<file path="config.mk">
export PLATFORM = sky130hd
export DESIGN_NAME = wb_trace_uart_tx
export DESIGN_NICKNAME = d
export VERILOG_FILES = /design/src/rtl/trace_pkg.sv /design/src/rtl/trace_fifo.sv /design/src/rtl/wb_trace_uart_tx.sv
export SDC_FILE = /design/constraint.sdc
export NUM_CORES = 1
export LEC_CHECK = 0
export CAP_MARGIN = 20
export CORE_UTILIZATION = 50
export CTS_CLUSTER_DIAMETER = 30
export CTS_CLUSTER_SIZE = 25
export DETAILED_ROUTE_END_ITERATION = 7
export DONT_BUFFER_PORTS = 1
export GPL_TIMING_DRIVEN = 0
export PLACE_DENSITY = 0.68
export SETUP_SLACK_MARGIN = 0.4
export SLEW_MARGIN = 20
export SYNTH_ARGS = -nofsm -noshare
export SYNTH_HDL_FRONTEND = slang
export SYNTH_HIERARCHICAL = 1
export SYNTH_SLANG_ARGS = --single-unit
</file>
<file path="constraint.sdc">
create_clock -name clk -period 7.3 [get_ports clk]
set_input_delay 0 -clock clk [delete_from_list [all_inputs] [get_ports clk]]
set_output_delay 0 -clock clk [all_outputs]
set_load 0.01 [all_outputs]
</file>
<file path="src/rtl/trace_pkg.sv">
// Shared types and constants for the writeback trace UART: snapshot layout,
// frame constants and transmitter states.
package trace_pkg;

  localparam logic [7:0]  TRACE_SYNC_BYTE   = 8'hA5;
  localparam int unsigned TRACE_FRAME_BYTES = 10;
  localparam int unsigned TRACE_ENTRY_W     = 71;

  typedef enum logic [1:0] {
    IDLE  = 2'd0,
    START = 2'd1,
    DATA  = 2'd2,
    STOP  = 2'd3
  } tx_state_t;

  typedef struct packed {
    logic        chg_int;
    logic        chg_fp;
    logic [4:0]  flags;
    logic [31:0] int_data;
    logic [31:0] fp_data;
  } trace_entry_t;

  // Byte idx of the on-wire frame for a captured snapshot.
  function automatic logic [7:0] frame_byte(input trace_entry_t e, input logic [3:0] idx);
    logic [7:0] b;
    b = 8'h00;
    case (idx)
      4'd0: b = TRACE_SYNC_BYTE;
      4'd1: b = {1'b0, e.flags, e.chg_fp, e.chg_int};
      4'd2: b = e.int_data[7:0];
      4'd3: b = e.int_data[15:8];
      4'd4: b = e.int_data[23:16];
      4'd5: b = e.int_data[31:24];
      4'd6: b = e.fp_data[7:0];
      4'd7: b = e.fp_data[15:8];
      4'd8: b = e.fp_data[23:16];
      4'd9: b = e.fp_data[31:24];
      default: b = 8'h00;
    endcase
    return b;
  endfunction

endpackage

</file>
<file path="src/rtl/trace_fifo.sv">
// Synchronous snapshot FIFO; pointers wrap modulo DEPTH (power of two).
module trace_fifo #(
  parameter int unsigned WIDTH = 8,
  parameter int unsigned DEPTH = 8
) (
  input  logic                   clk,
  input  logic                   reset_n,
  input  logic                   i_push,
  input  logic [WIDTH-1:0]       i_wdata,
  input  logic                   i_pop,
  output logic [WIDTH-1:0]       o_rdata_c,
  output logic                   o_full_c,
  output logic                   o_empty_c,
  output logic [$clog2(DEPTH):0] o_count
);

  localparam int unsigned PTR_W = $clog2(DEPTH);
  localparam int unsigned CNT_W = PTR_W + 1;

  logic [WIDTH-1:0] r_mem [DEPTH];
  logic [PTR_W-1:0] r_wptr;
  logic [PTR_W-1:0] r_rptr;
  logic [CNT_W-1:0] r_count;

  always_ff @(posedge clk) begin
    if (i_push) r_mem[r_wptr] <= i_wdata;
  end

  always_ff @(posedge clk or negedge reset_n) begin
    if (!reset_n) begin
      r_wptr  <= '0;
      r_rptr  <= '0;
      r_count <= '0;
    end else begin
      if (i_push) r_wptr <= r_wptr + PTR_W'(1);
      if (i_pop)  r_rptr <= r_rptr + PTR_W'(1);
      case ({i_push, i_pop})
        2'b10:   r_count <= r_count + CNT_W'(1);
        2'b01:   r_count <= r_count - CNT_W'(1);
        default: r_count <= r_count;
      endcase
    end
  end

  assign o_rdata_c = r_mem[r_rptr];
  assign o_full_c  = (r_count == CNT_W'(DEPTH));
  assign o_empty_c = (r_count == '0);
  assign o_count   = r_count;

endmodule

</file>
<file path="src/rtl/wb_trace_uart_tx.sv">
// Captures writeback/FP-flag changes into a FIFO and streams each snapshot
// as a 10-byte 8N1 frame on uart_txd.
module wb_trace_uart_tx
  import trace_pkg::*;
#(
  parameter int unsigned CLKS_PER_BIT = 868,
  parameter int unsigned FIFO_DEPTH   = 8
) (
  input  logic        clk,
  input  logic        reset_n,
  input  logic        enable,
  input  logic [31:0] int_wb_data,
  input  logic [31:0] fp_wb_data_out,
  input  logic [4:0]  fp_flags_out,
  input  logic        overflow_clr,
  output logic        uart_txd,
  output logic        busy,
  output logic        overflow
);

  localparam int unsigned BAUD_W    = $clog2(CLKS_PER_BIT);
  localparam int unsigned CNT_W     = $clog2(FIFO_DEPTH) + 1;
  localparam logic [BAUD_W-1:0] BAUD_LAST = BAUD_W'(CLKS_PER_BIT - 1);
  localparam logic [3:0]        LAST_BYTE = 4'(TRACE_FRAME_BYTES - 1);

  logic [31:0]      r_prev_int;
  logic [31:0]      r_prev_fp;
  logic [4:0]       r_prev_flags;
  logic             w_chg_int;
  logic             w_chg_fp;
  logic             w_push_req;
  logic             w_push_ok;
  logic             w_drop;
  trace_entry_t     w_entry;
  trace_entry_t     w_head;
  logic             w_full;
  logic             w_empty;
  logic [CNT_W-1:0] w_count;

  tx_state_t        r_state;
  tx_state_t        w_state_nxt;
  logic [BAUD_W-1:0] r_baud;
  logic [BAUD_W-1:0] w_baud_nxt;
  logic [2:0]       r_bit_idx;
  logic [2:0]       w_bit_nxt;
  logic [2:0]       w_bit_inc;
  logic [3:0]       r_byte_idx;
  logic [3:0]       w_byte_nxt;
  logic             r_txd;
  logic             w_txd_nxt;
  logic             w_pop;
  logic             w_baud_done;
  logic [7:0]       w_cur_byte;
  trace_entry_t     r_frame;
  logic             r_busy;
  logic             r_overflow;

  // Previous-value registers track the buses even while capture is disarmed.
  always_ff @(posedge clk or negedge reset_n) begin
    if (!reset_n) begin
      r_prev_int   <= '0;
      r_prev_fp    <= '0;
      r_prev_flags <= '0;
    end else begin
      r_prev_int   <= int_wb_data;
      r_prev_fp    <= fp_wb_data_out;
      r_prev_flags <= fp_flags_out;
    end
  end

  assign w_chg_int  = (int_wb_data != r_prev_int);
  assign w_chg_fp   = (fp_wb_data_out != r_prev_fp) | (fp_flags_out != r_prev_flags);
  assign w_push_req = enable & (w_chg_int | w_chg_fp);
  assign w_push_ok  = w_push_req & (~w_full | w_pop);
  assign w_drop     = w_push_req & ~w_push_ok;

  always_comb begin
    w_entry          = '0;
    w_entry.chg_int  = w_chg_int;
    w_entry.chg_fp   = w_chg_fp;
    w_entry.flags    = fp_flags_out;
    w_entry.int_data = int_wb_data;
    w_entry.fp_data  = fp_wb_data_out;
  end

  trace_fifo #(
    .WIDTH (TRACE_ENTRY_W),
    .DEPTH (FIFO_DEPTH)
  ) u_fifo (
    .clk       (clk),
    .reset_n   (reset_n),
    .i_push    (w_push_ok),
    .i_wdata   (w_entry),
    .i_pop     (w_pop),
    .o_rdata_c (w_head),
    .o_full_c  (w_full),
    .o_empty_c (w_empty),
    .o_count   (w_count)
  );

  assign w_baud_done = (r_baud == BAUD_LAST);
  assign w_cur_byte  = frame_byte(r_frame, r_byte_idx);
  assign w_bit_inc   = r_bit_idx + 3'd1;

  always_ff @(posedge clk or negedge reset_n) begin
    if (!reset_n) r_state <= IDLE;
    else          r_state <= w_state_nxt;
  end

  // Next state plus next line level, so uart_txd leaves a flop.
  always_comb begin
    w_state_nxt = r_state;
    w_baud_nxt  = r_baud;
    w_bit_nxt   = r_bit_idx;
    w_byte_nxt  = r_byte_idx;
    w_txd_nxt   = r_txd;
    w_pop       = 1'b0;
    case (r_state)
      IDLE: begin
        w_txd_nxt  = 1'b1;
        w_baud_nxt = '0;
        if (!w_empty) begin
          w_pop       = 1'b1;
          w_state_nxt = START;
          w_byte_nxt  = '0;
          w_txd_nxt   = 1'b0;
        end
      end
      START: begin
        if (w_baud_done) begin
          w_baud_nxt  = '0;
          w_bit_nxt   = '0;
          w_state_nxt = DATA;
          w_txd_nxt   = w_cur_byte[0];
        end else begin
          w_baud_nxt = r_baud + BAUD_W'(1);
        end
      end
      DATA: begin
        if (w_baud_done) begin
          w_baud_nxt = '0;
          if (r_bit_idx == 3'd7) begin
            w_state_nxt = STOP;
            w_txd_nxt   = 1'b1;
          end else begin
            w_bit_nxt = w_bit_inc;
            w_txd_nxt = w_cur_byte[w_bit_inc];
          end
        end else begin
          w_baud_nxt = r_baud + BAUD_W'(1);
        end
      end
      STOP: begin
        if (w_baud_done) begin
          w_baud_nxt = '0;
          if (r_byte_idx < LAST_BYTE) begin
            w_byte_nxt  = r_byte_idx + 4'd1;
            w_state_nxt = START;
            w_txd_nxt   = 1'b0;
          end else if (!w_empty) begin
            w_pop       = 1'b1;
            w_byte_nxt  = '0;
            w_state_nxt = START;
            w_txd_nxt   = 1'b0;
          end else begin
            w_state_nxt = IDLE;
            w_txd_nxt   = 1'b1;
          end
        end else begin
          w_baud_nxt = r_baud + BAUD_W'(1);
        end
      end
      default: begin
        w_state_nxt = IDLE;
        w_txd_nxt   = 1'b1;
      end
    endcase
  end

  always_ff @(posedge clk or negedge reset_n) begin
    if (!reset_n) begin
      r_baud     <= '0;
      r_bit_idx  <= '0;
      r_byte_idx <= '0;
      r_txd      <= 1'b1;
      r_frame    <= '0;
      r_busy     <= 1'b0;
      r_overflow <= 1'b0;
    end else begin
      r_baud     <= w_baud_nxt;
      r_bit_idx  <= w_bit_nxt;
      r_byte_idx <= w_byte_nxt;
      r_txd      <= w_txd_nxt;
      if (w_pop) r_frame <= w_head;
      r_busy     <= (w_state_nxt != IDLE) | (w_count != '0);
      // A drop in the same cycle beats the clear.
      if (w_drop)            r_overflow <= 1'b1;
      else if (overflow_clr) r_overflow <= 1'b0;
    end
  end

  assign uart_txd = r_txd;
  assign busy     = r_busy;
  assign overflow = r_overflow;

endmodule

</file>
==> flow_summary_export.csv <==
group,metric,value,unit
die,start_util,50.9,%
layout,fin_nets,1789,
critical_path,path_buf_inv,6,
layout,final_cell_mix,"edfxtp_1 (568), dfrtp_1 (171), clkbuf_16 (142), mux4_2 (142), mux2_4 (119)",
critical_path,critPathKind,"reg -> reg",
sta,hold_viol,14,
detailed_routing,remaining_drc_errors,0,
clocking,cts-root-buf,"clkbuf_16",
pwr,ir_worst_vdd,0.257,mV
logic_synthesis,avgSynthCellArea,20.5,um^2
critical_path,slowest_delay,520,ps
detailed_routing,wl_per_cell,27.3,um
detailed_routing,drt-total-wl,70300,um
logic_synthesis,ys.flop_type,"edfxtp_1",
die,die_w,245,um
clocking,cts_inserted_buffers,135,
logic_synthesis,synth_nets,1531,
min_path,holdCritPathClass,"in -> async",
pwr,clockPowerShare,38.1,%
critical_path,crit_path_start_kind,"flip-flop",
placed_design,portBuffers,0,
logic_synthesis,yosysUniqueCellTypes,59,
pwr,swShare,28.0,%
critical_path,crit_required,7690,ps
layout,fin_util,63.3,%
sta,relSlewSlack,30.8,%
critical_path,worstPathArrival,5030,ps
die,dieArea,60000,um^2
detailed_routing,dr_total_vias,14885,
pwr,p_leak,13.1,nW
critical_path,path_max_fanout,13,
clocking,cts_hold_buf,88,
sta,fmax,0.216,GHz
critical_path,critPathLaunch,"r_baud[3]$_DFF_PN0_",
detailed_routing,drtIter0Drc,1326,
clocking,cts.clk_slew.worst_paths,50,ps
sta,period_share,63.5,%
layout,synthToLayoutAreaGrowth,24.4,%
sta,maxSlewViolCount,0,
global_routing,antenna_found_initial,3,
detailed_routing,viasPerCell,5.78,
global_routing,grt_max_degree,173,
critical_path,reg2reg_from,"r_baud[3]$_DFF_PN0_",
sta,setup_viol,0,
global_routing,grt_pass1_vias,15904,
run_status,outcome,"finished, violations left",
pwr,p_sw,4.54,mW
logic_synthesis,synth_seq_cells,740,
global_routing,gr-total-overflow,0,
logic_synthesis,synth_edf_count,568,
clocking,insertion_delay,720,ps
logic_synthesis,syn_area,29500,um^2
detailed_routing,antenna_left,0,
global_routing,track_usage,24.7,%
run,drv_cap,0,
critical_path,critPathSlowestCell,"nor3_4",
pwr,seqPwrFrac,35.1,%
sta,fin_hold_ws,-52.8,ps
clocking,clock_sinks,740,
logic_synthesis,syn_inst,1440,
sta,rsz0062_at_grt,"false",
critical_path,critical_path.cell_chain,"or2_1, nor4_4, a31oi_1, or3_1, buf_6, buf_6, a21oi_1, nand2b_1, nor3_4, buf_8, buf_8, buf_6, buf_8",
sta,timing.setup.tns,0,ps
clocking,post_cts_buffers,0,
placed_design,place.gp.congestion,0.908,
clocking,post_cts_resized,0,
pwr,p_int,11.7,mW
sta,clock_skew,27.2,ps
critical_path,end_kind,"flip-flop",
run_status,violations,"negative hold slack",
logic_synthesis,yosysWarningCount,6,
die,dieHeight,245,um
sta,finalCriticalPeriod,4630,ps
detailed_routing,first_pass_iters,7,
die,coreArea,58000,um^2
sta,worstMarginPinSlew,1040,ps
clocking,cts_buffer_depth,3,
global_routing,grt_pass1_wl,105000,um
layout,layout_commonest_cell,"edfxtp_1",
clocking,htree_levels,4,
pwr,pwr-share-comb,26.7,%
logic_synthesis,synth-seq-area-share,72.4,%
placed_design,dpl.hpwl,43800,um
pwr,powerDensity,442,nW/um^2
logic_synthesis,async_flop_share,23.2,%
layout,drive_gt1_share,32.6,%
die,io_pins,76,
die,placementRows,88,
clocking,cts_tree,"yes",
critical_path,cp_top_family,"simple AND/OR/NAND/NOR gates",
-- area by class of cell --
| type | count | area, um^2 |
|---|---|---|
| Sequential cell | 740 | 21400 |
| Tap cell | 765 | 957 |
| Inverter | 15 | 56.3 |
| Clock buffer | 166 | 3700 |
| Clock inverter | 83 | 913 |
| Multi-Input combinational cell | 620 | 7710 |
| Buffer | 65 | 460 |
| Timing Repair Buffer | 121 | 1560 |
| Antenna cell | 1 | 2.50 |
| Fill cell | 3915 | 21300 |
-- cells by family after synthesis --
logic type / after synthesis / synth area share, %
flops: 740 / 72.4
mux: 291 / 18.0
simple gates: 137 / 2.45
compound gates: 89 / 2.12
xor+xnor: 85 / 2.52
buf+inv: 80 / 1.75
fa+ha+maj: 18 / 0.763
-- power groups by stage --
stage / registers [mW] / clock network (mW) / logic (mW)
global placement: 5.83 / 0 / 3.99
CTS: 5.69 / 6.28 / 4.40
finish: 5.70 / 6.19 / 4.34
floorplan: 5.64 / 0 / 3.04
detailed placement: 5.76 / 0 / 4.26
global route: 5.75 / 6.48 / 4.59
-- layer usage --
metal,GRT usage [%],part of all wire [%]
met5,0,0.040
met4,9.71,2.8
met3,6.07,6.2
met2,39.9,50
met1,32.3,41
-- stage by stage --
step / cells / hold slack, ps / cell area (um^2) / power [mW] / setup slack (ps)
floorplan: 1440 / -296 / 29500 / 8.68 / 1440
global placement: 2205 / -286 / 30500 / 9.82 / -2100
detailed placement: 2238 / -284 / 31200 / 10.0 / 2600
CTS: 2575 / 0.0374 / 36700 / 16.4 / 2570
global route: 2575 / 36.7 / 36700 / 16.8 / 2360
finish: 2576 / -52.8 / 36700 / 16.2 / 2670
-- state kept, by name, indices dropped and copies added, names as in the netlist --
register / flops
u_fifo/r_mem: 568
r_frame: 71
r_prev_fp: 32
r_prev_int: 32
r_baud: 10
r_prev_flags: 5
r_byte_idx: 4
u_fifo/o_count: 4
r_bit_idx: 3
u_fifo/r_rptr: 3
u_fifo/r_wptr: 3
r_state: 2
busy: 1
overflow: 1
uart_txd: 1
-- path summary, 6_finish.rpt --
| check | depth (start not counted) | slack, ps | end |
|---|---|---|---|
| min in group clk | 1 | 30 | r_prev_int[11]$_DFF_PN0_ |
| worst max-delay path | 13 | 2670 | u_fifo/r_mem[0][44]$_DFFE_PP_ |
| worst min register to register | 1 | 480 | r_baud[0]$_DFF_PN0_ |
| max in group asynchronous | 2 | 6510 | r_prev_int[7]$_DFF_PN0_ |
| worst max register to register | 13 | 2670 | u_fifo/r_mem[0][44]$_DFFE_PP_ |
| worst min-delay path | 2 | -50 | u_fifo/o_count[1]$_DFFE_PN0P_ |
-- cells in the mapped netlist (11+ instances only) --
master,count,share of area (%)
nand2_1,27,0.34
edfxtp_1,568,58
mux4_2,142,11
a22oi_1,18,0.46
ha_1,18,0.76
a21oi_1,14,0.24
buf_2,18,0.31
dfrtp_1,171,14
nand4_1,20,0.42
nor2_1,32,0.41
clkbuf_1,22,0.28
xnor2_1,74,2.2
xor2_1,11,0.33
mux2_4,119,6.1
nand3_1,11,0.19
mux2_2,27,1.0
o21ai_0,13,0.22
inv_1,15,0.19
No activity file was read; power rests on OpenSTA's default activity.
